==> src/rtl/led_bar_pkg.sv <==
// Shared types and constants for the LED bar-graph controller.
//   state_t     : controller FSM encoding
//   action_t    : bar update selected for the current cycle
//   BTN_PRESSED : pad level that means "button pressed" (buttons are active-low)
package led_bar_pkg;

    typedef enum logic [1:0] {
        IDLE      = 2'd0,
        HOLD_UP   = 2'd1,
        HOLD_DN   = 2'd2,
        HOLD_BOTH = 2'd3
    } state_t;

    typedef enum logic [1:0] {
        ACT_NONE  = 2'd0,
        ACT_FILL  = 2'd1,
        ACT_DRAIN = 2'd2,
        ACT_CLEAR = 2'd3
    } action_t;

    localparam logic BTN_PRESSED = 1'b0;

endpackage

==> src/rtl/led_bar_if.sv <==
// Board-side bundle between push-buttons and the LED bank.
//   pb1   : raw active-low drain button
//   pb2   : raw active-low fill button
//   leds  : thermometer bar pattern
//   full  : all LEDs lit
//   empty : no LED lit
//   step  : one-cycle pulse per bar action
// master = board/testbench side, slave = controller side.
interface led_bar_if #(
    parameter int unsigned WIDTH = 8
);
    logic             pb1;
    logic             pb2;
    logic [WIDTH-1:0] leds;
    logic             full;
    logic             empty;
    logic             step;

    modport master (output pb1, output pb2,
                    input  leds, input full, input empty, input step);
    modport slave  (input  pb1, input pb2,
                    output leds, output full, output empty, output step);
endinterface

==> src/rtl/led_bar_btn_debounce.sv <==
// Two-flop synchroniser plus debouncer for one active-low push-button.
//   clk, rst_n : clock and asynchronous active-low reset
//   raw_n      : raw pad level, asynchronous to clk
//   pressed    : registered debounced state, 1 = pressed
// The debounced state flips once the synchronised level has disagreed with it
// for DEBOUNCE_CYCLES consecutive edges; any agreeing sample restarts the count.
module btn_debounce
    import led_bar_pkg::*;
#(
    parameter int unsigned DEBOUNCE_CYCLES = 16
) (
    input  logic clk,
    input  logic rst_n,
    input  logic raw_n,
    output logic pressed
);

    localparam int unsigned    CNT_W    = $clog2(DEBOUNCE_CYCLES + 1);
    localparam logic [CNT_W-1:0] CNT_LAST = CNT_W'(DEBOUNCE_CYCLES - 1);

    logic             sync1_q;
    logic             sync2_q;
    logic             pressed_q;
    logic [CNT_W-1:0] cnt_q;

    // Synchroniser chain, stability counter and debounced state.
    always_ff @(posedge clk or negedge rst_n) begin
        if (!rst_n) begin
            sync1_q   <= 1'b1;
            sync2_q   <= 1'b1;
            pressed_q <= 1'b0;
            cnt_q     <= '0;
        end else begin
            sync1_q <= raw_n;
            sync2_q <= sync1_q;
            if ((sync2_q == BTN_PRESSED) != pressed_q) begin
                if (cnt_q == CNT_LAST) begin
                    pressed_q <= ~pressed_q;
                    cnt_q     <= '0;
                end else begin
                    cnt_q <= cnt_q + CNT_W'(1);
                end
            end else begin
                cnt_q <= '0;
            end
        end
    end

    assign pressed = pressed_q;

endmodule

==> src/rtl/led_bar_ctrl.sv <==
// Push-button LED bar-graph controller.
//   clk, rst_n : clock and asynchronous active-low reset
//   bus        : led_bar_if.slave (pb1 drain, pb2 fill, leds/full/empty/step)
// Each debounced press fills or drains the bar by one LED; pressing both in the
// same cycle clears it. A held button does not act again until both buttons
// have been released. Define LED_BAR_AUTOREPEAT_EN to repeat a held fill/drain
// after REPEAT_DELAY cycles and then every REPEAT_PERIOD cycles.
module led_bar_ctrl
    import led_bar_pkg::*;
#(
    parameter int unsigned WIDTH           = 8,
    parameter int unsigned DEBOUNCE_CYCLES = 16,
    parameter int unsigned REPEAT_DELAY    = 64,
    parameter int unsigned REPEAT_PERIOD   = 16
) (
    input  logic       clk,
    input  logic       rst_n,
    led_bar_if.slave   bus
);

    if (WIDTH < 2 || DEBOUNCE_CYCLES < 1 || REPEAT_DELAY < 1 || REPEAT_PERIOD < 1) begin : g_param_check
        $error("led_bar_ctrl: illegal parameter value");
    end

    logic             fill_p;
    logic             drain_p;
    state_t           state_q, state_d;
    action_t          act;
    logic [WIDTH-1:0] leds_q, leds_d;
    logic             full_q, empty_q, step_q;

    btn_debounce #(.DEBOUNCE_CYCLES(DEBOUNCE_CYCLES)) u_db_drain (
        .clk(clk), .rst_n(rst_n), .raw_n(bus.pb1), .pressed(drain_p)
    );

    btn_debounce #(.DEBOUNCE_CYCLES(DEBOUNCE_CYCLES)) u_db_fill (
        .clk(clk), .rst_n(rst_n), .raw_n(bus.pb2), .pressed(fill_p)
    );

`ifdef LED_BAR_AUTOREPEAT_EN
    localparam int unsigned RPT_MAX = (REPEAT_DELAY > REPEAT_PERIOD) ? REPEAT_DELAY : REPEAT_PERIOD;
    localparam int unsigned RPT_W   = $clog2(RPT_MAX + 1);

    logic [RPT_W-1:0] rpt_cnt_q, rpt_cnt_d;
    logic [RPT_W-1:0] rpt_limit;
    logic             rpt_started_q, rpt_started_d;
    logic             rpt_stop_q, rpt_stop_d;
    logic             hold_own, hold_other;

    // First repeat waits the long delay, later ones the short period.
    assign rpt_limit = rpt_started_q ? RPT_W'(REPEAT_PERIOD - 1) : RPT_W'(REPEAT_DELAY - 1);

    // Repeat counter state.
    always_ff @(posedge clk or negedge rst_n) begin
        if (!rst_n) begin
            rpt_cnt_q     <= '0;
            rpt_started_q <= 1'b0;
            rpt_stop_q    <= 1'b0;
        end else begin
            rpt_cnt_q     <= rpt_cnt_d;
            rpt_started_q <= rpt_started_d;
            rpt_stop_q    <= rpt_stop_d;
        end
    end
`endif

    // FSM state, bar register and flags.
    always_ff @(posedge clk or negedge rst_n) begin
        if (!rst_n) begin
            state_q <= IDLE;
            leds_q  <= '0;
            full_q  <= 1'b0;
            empty_q <= 1'b1;
            step_q  <= 1'b0;
        end else begin
            state_q <= state_d;
            leds_q  <= leds_d;
            full_q  <= &leds_d;
            empty_q <= ~|leds_d;
            step_q  <= (act != ACT_NONE);
        end
    end

    // Next state, action select and bar update.
    always_comb begin
        state_d = state_q;
        act     = ACT_NONE;
`ifdef LED_BAR_AUTOREPEAT_EN
        rpt_cnt_d     = rpt_cnt_q;
        rpt_started_d = rpt_started_q;
        rpt_stop_d    = rpt_stop_q;
        hold_own      = (state_q == HOLD_UP) ? fill_p  : drain_p;
        hold_other    = (state_q == HOLD_UP) ? drain_p : fill_p;
`endif
        case (state_q)
            IDLE: begin
                if (fill_p && drain_p) begin
                    act     = ACT_CLEAR;
                    state_d = HOLD_BOTH;
                end else if (fill_p) begin
                    act     = ACT_FILL;
                    state_d = HOLD_UP;
                end else if (drain_p) begin
                    act     = ACT_DRAIN;
                    state_d = HOLD_DN;
                end
`ifdef LED_BAR_AUTOREPEAT_EN
                rpt_cnt_d     = '0;
                rpt_started_d = 1'b0;
                rpt_stop_d    = 1'b0;
`endif
            end
            HOLD_UP, HOLD_DN: begin
                if (!fill_p && !drain_p) begin
                    state_d = IDLE;
                end
`ifdef LED_BAR_AUTOREPEAT_EN
                // A second button kills repeating for the rest of this hold.
                else if (hold_other || !hold_own) begin
                    rpt_stop_d = 1'b1;
                    rpt_cnt_d  = '0;
                end else if (!rpt_stop_q) begin
                    if (rpt_cnt_q == rpt_limit) begin
                        act           = (state_q == HOLD_UP) ? ACT_FILL : ACT_DRAIN;
                        rpt_cnt_d     = '0;
                        rpt_started_d = 1'b1;
                    end else begin
                        rpt_cnt_d = rpt_cnt_q + RPT_W'(1);
                    end
                end
`endif
            end
            HOLD_BOTH: begin
                if (!fill_p && !drain_p) begin
                    state_d = IDLE;
                end
            end
            default: state_d = IDLE;
        endcase

        case (act)
            ACT_FILL:  leds_d = {leds_q[WIDTH-2:0], 1'b1};
            ACT_DRAIN: leds_d = {1'b0, leds_q[WIDTH-1:1]};
            ACT_CLEAR: leds_d = '0;
            default:   leds_d = leds_q;
        endcase
    end

    assign bus.leds  = leds_q;
    assign bus.full  = full_q;
    assign bus.empty = empty_q;
    assign bus.step  = step_q;

endmodule

==> src/flat_wrapper.sv <==
// flat-port wrapper written by rule: the top's interface ports become plain ports
module led_bar_ctrl_flat import led_bar_pkg::*;
#(
    parameter int unsigned WIDTH           = 8,
    parameter int unsigned DEBOUNCE_CYCLES = 16,
    parameter int unsigned REPEAT_DELAY    = 64,
    parameter int unsigned REPEAT_PERIOD   = 16
)
  (clk, rst_n, bus_pb1, bus_pb2, bus_leds, bus_full, bus_empty, bus_step);
  led_bar_if #(.WIDTH(WIDTH)) bus_i ();
  input  logic clk;
  input  logic rst_n;
  input wire logic [$bits(bus_i.pb1)-1:0] bus_pb1;
  input wire logic [$bits(bus_i.pb2)-1:0] bus_pb2;
  output wire logic [$bits(bus_i.leds)-1:0] bus_leds;
  output wire logic [$bits(bus_i.full)-1:0] bus_full;
  output wire logic [$bits(bus_i.empty)-1:0] bus_empty;
  output wire logic [$bits(bus_i.step)-1:0] bus_step;
  assign bus_i.pb1 = bus_pb1;
  assign bus_i.pb2 = bus_pb2;
  assign bus_leds = bus_i.leds;
  assign bus_full = bus_i.full;
  assign bus_empty = bus_i.empty;
  assign bus_step = bus_i.step;
  led_bar_ctrl #(.WIDTH(WIDTH), .DEBOUNCE_CYCLES(DEBOUNCE_CYCLES), .REPEAT_DELAY(REPEAT_DELAY), .REPEAT_PERIOD(REPEAT_PERIOD)) u_core (.clk(clk), .rst_n(rst_n), .bus(bus_i));
endmodule
==> config.mk <==
export PLATFORM = sky130hd
export DESIGN_NAME = led_bar_ctrl_flat
export DESIGN_NICKNAME = d
export VERILOG_FILES = /design/src/rtl/led_bar_pkg.sv /design/src/rtl/led_bar_if.sv /design/src/rtl/led_bar_btn_debounce.sv /design/src/rtl/led_bar_ctrl.sv /design/src/flat_wrapper.sv
export SDC_FILE = /design/constraint.sdc
export NUM_CORES = 1
export LEC_CHECK = 0
export CORE_ASPECT_RATIO = 0.8
export CORE_MARGIN = 2
export CORE_UTILIZATION = 51
export CTS_BUF_LIST = sky130_fd_sc_hd__clkbuf_4
export DETAILED_ROUTE_END_ITERATION = 7
export PLACE_DENSITY = 0.74
export SLEW_MARGIN = 20
export SYNTH_ARGS = -nofsm -noshare
export SYNTH_HDL_FRONTEND = slang
export SYNTH_SLANG_ARGS = --single-unit
==> constraint.sdc <==
create_clock -name clk -period 1.77 [get_ports clk]
set_clock_uncertainty 0.1 [all_clocks]
set_input_delay 0.354 -clock clk [delete_from_list [all_inputs] [get_ports clk]]
set_output_delay 0.354 -clock clk [all_outputs]
set_load 0.05 [all_outputs]
==> results of run 1 <==
[cells in the mapped netlist (3+ instances only)]
master	n
dfrtp_1	24
nor2_1	8
nand3_1	6
a22oi_1	5
dfstp_2	5
inv_1	5
o21ai_0	5
o2bb2ai_1	5
buf_6	4
xor2_1	4
and2_1	3
[final cells by class]
class | count | area, um2
flip-flops and latches | 29 | 734
fillers | 175 | 674
multi-input cells | 59 | 480
repair buffers | 25 | 220
clock buffers | 5 | 37.5
well taps | 25 | 31.3
inverters | 5 | 18.8
clock inverters | 3 | 17.5
[routing by layer]
| layer | part of all wire | wire length (um) | track usage | vias to the layer above |
|---|---|---|---|---|
| met5 | 0 | 0 | 0 | - |
| met2 | 0.47 | 1110 | 0.243 | 35 |
| met3 | 0.072 | 171 | 0.0892 | 0 |
| met1 | 0.46 | 1100 | 0.251 | 420 |
| met4 | 0 | 0 | 0.0545 | 0 |
| li1 | - | - | - | 400 |
[flip-flops by register name, summed over array words and instances (netlist names)]
signal,cells
u_core.u_db_fill.cnt_q,5
u_core.u_db_drain.pressed,1
u_core.bus.step,1
u_core.u_db_fill.sync2_q,1
u_core.state_q,2
u_core.bus.leds,8
u_core.bus.full,1
u_core.bus.empty,1
u_core.u_db_drain.cnt_q,5
u_core.u_db_fill.pressed,1
u_core.u_db_drain.sync2_q,1
u_core.u_db_drain.sync1_q,1
u_core.u_db_fill.sync1_q,1
[through the flow]
stage / utilization / hold slack, ps / setup TNS [ps] / cell area [um2] / setup slack (ps)
2_1_floorplan: - / -41.6 / 0 / 1220 / 31.2
3_3_place_gp: 0.633 / 247 / 0 / 1400 / 31.2
3_5_place_dp: 0.633 / 250 / -36.6 / 1400 / -36.6
4_1_cts: 0.659 / 259 / 0 / 1460 / 26.4
5_1_grt: 0.695 / 265 / -113 / 1540 / -76.6
6_report: 0.695 / 257 / 0 / 1540 / 12.7
[cells by family (layout without fill, tap and decap cells)]
group,after synthesis,count (layout)
AO/OA/AOI/OAI,25,25
flip-flops,29,29
buffers and inverters,10,38
adder cells (fa/ha/maj),2,2
XOR/XNOR,6,6
AND/OR/NAND/NOR,26,26
[worst max-delay path, cell delays in order (launching register included)]
cell and delay (ps):
dfrtp_2 450, nor2b_4 270, a22oi_1 110, o2bb2ai_1 300
nand3_1 160, nor4b_2 260
[report_power, final]
group          leakage, nW  switching (W)  internal (W)  total (W)
clock               0.0310       0.000240      0.000149   0.000390
sequential           0.379      0.0000121      0.000683   0.000695
combinational        0.321      0.0000311     0.0000248  0.0000559
total                0.732       0.000284      0.000858    0.00114
[worst paths after layout]
kind / end / cells after the start
setup / recovery: u_core.bus.full / 5
hold / removal: u_core.u_db_drain.sync2_q / 0
setup reg to reg: u_core.bus.full / 5
hold reg to reg: u_core.u_db_drain.sync2_q / 0
max in group asynchronous: u_core.u_db_drain.sync1_q / 2
min in group asynchronous: u_core.u_db_drain.cnt_q[3] / 2
[what timing repair did]
item | CTS | global route
resized for setup | 2 | 12
setup buffers | 0 | 3
pin swaps | 0 | 5
endpoints found under the setup margin | 1 | 2
==> metrics, run 1 <==
antenna-violating nets left 0; PwrDens about 740 nW/um2; Hold Violations, Final 0; starting density of the core 0.551; Synth async-reset ratio 1.00; status finished with violations; max-cap violation count 0; post-synthesis compound-gate area fraction 0.152; Setup crit end kind flip-flop; synth unique cells 28; failing checks DRC; number of detailed-route iterations in the first pass 6; Tcrit/Tclk final 0.993; Detailed Route WL 2380 um; ratio of cells with drive above 1 in the final layout 0.405; CP Launch Type flip-flop; Mapped Cells 98; PnR Total Power 0.00114 W; CTS Hold Bufs 0; Clock Sinks 29; Hold WC Path Type reg2reg; Hold Crit Start u_core.u_db_drain.sync1_q; Seq cells post-synth 29; die area 2800 um2; fin cells 151; crit path kind reg2reg; Die W 58.7 um; r2r startpoint u_core.u_db_drain.pressed; chip height 47.8 um; placed insts 140; Final nets 131; iteration-0 DRC count of the detailed router 20; top cell type's share of synthesized area 0.492; Clock Root Buffer clkbuf_4; cell accounting for the most synthesized area dfrtp_1; Syn Nets 104; area of the core 2210 um2; worst path arrival time roughly 1900 ps; Post-DP HPWL 1580 um; Vias/cell about 5.7; Worst-path clk slew 100 ps; Pleak 0.732 nW; Residual DRC 1; total CTS buffers 5; Final Critical Period 1760 ps; number of global-route vias before repair 730; commonest non-fill, non-tap cells in the layout dfrtp_1, buf_4, nor2_1; Area Overhead vs Synth 26.1%; Max clock buf depth 2; CTS tree yes; Most used DFF post-synth dfrtp_1; mux share of post-synthesis cell area 0; Remaining Overflow, GRT 0; Synthesis Warnings 0; Crit. Startpoint u_core.u_db_drain.pressed; GRT Overall Usage 0.178; Slew headroom 0.772; Ant. Diodes 0; Slew @ Worst Pin 342 ps; Final Max Tran Viols 0; commonest non-fill, non-tap cell in the layout dfrtp_1; main combinational cell family by area after synthesis compound AO/OA/AOI/OAI gates; IO buf count 14; vias 855; Synth Area in Simple Gates 0.130; IO Pins 15; worst skew pair latency 330 ps; synthesized area per cell 12.5 um2; largest net degree at the start of global routing 30; Post-Syn Area 1220 um2; setup repair after global routing missed its margin yes; global-route wire length before repair around 3400 um; CP Data Required Time 1900 ps; post-DR wirelength/cell 15.8 um; routability congestion estimate from global placement 0.883; Fmax achieved 569 MHz; final setup vio count 0; Post-synth EDFFs 0; sequential fraction of the synthesis area 0.599; initial antenna violation count 0; adder-cell share of the synthesized area 0.0205; Std-Cell Rows 15; H-tree lvl count 2; Worst VDD drop between 0.6 and 0.7 mV; r2r setup slk between 10 and 15 ps; Max Fanout on Critical Path 7; top post-synthesis cells by area dfrtp_1, dfstp_2, buf_6, o2bb2ai_1, a22oi_1; post-synthesis xor/xnor area fraction 0.0430
Note: power is estimated with default switching activity, not from simulation.
==> run 2: changes to the inputs <==
--- a/config.mk
+++ b/config.mk
@@ -11,7 +11,6 @@
 export CTS_BUF_LIST = sky130_fd_sc_hd__clkbuf_4
 export DETAILED_ROUTE_END_ITERATION = 7
 export PLACE_DENSITY = 0.74
-export SLEW_MARGIN = 20
 export SYNTH_ARGS = -nofsm -noshare
 export SYNTH_HDL_FRONTEND = slang
 export SYNTH_SLANG_ARGS = --single-unit
==> results of run 2 <==
The final DEF is identical to that of run 1; final timing and power are the same.
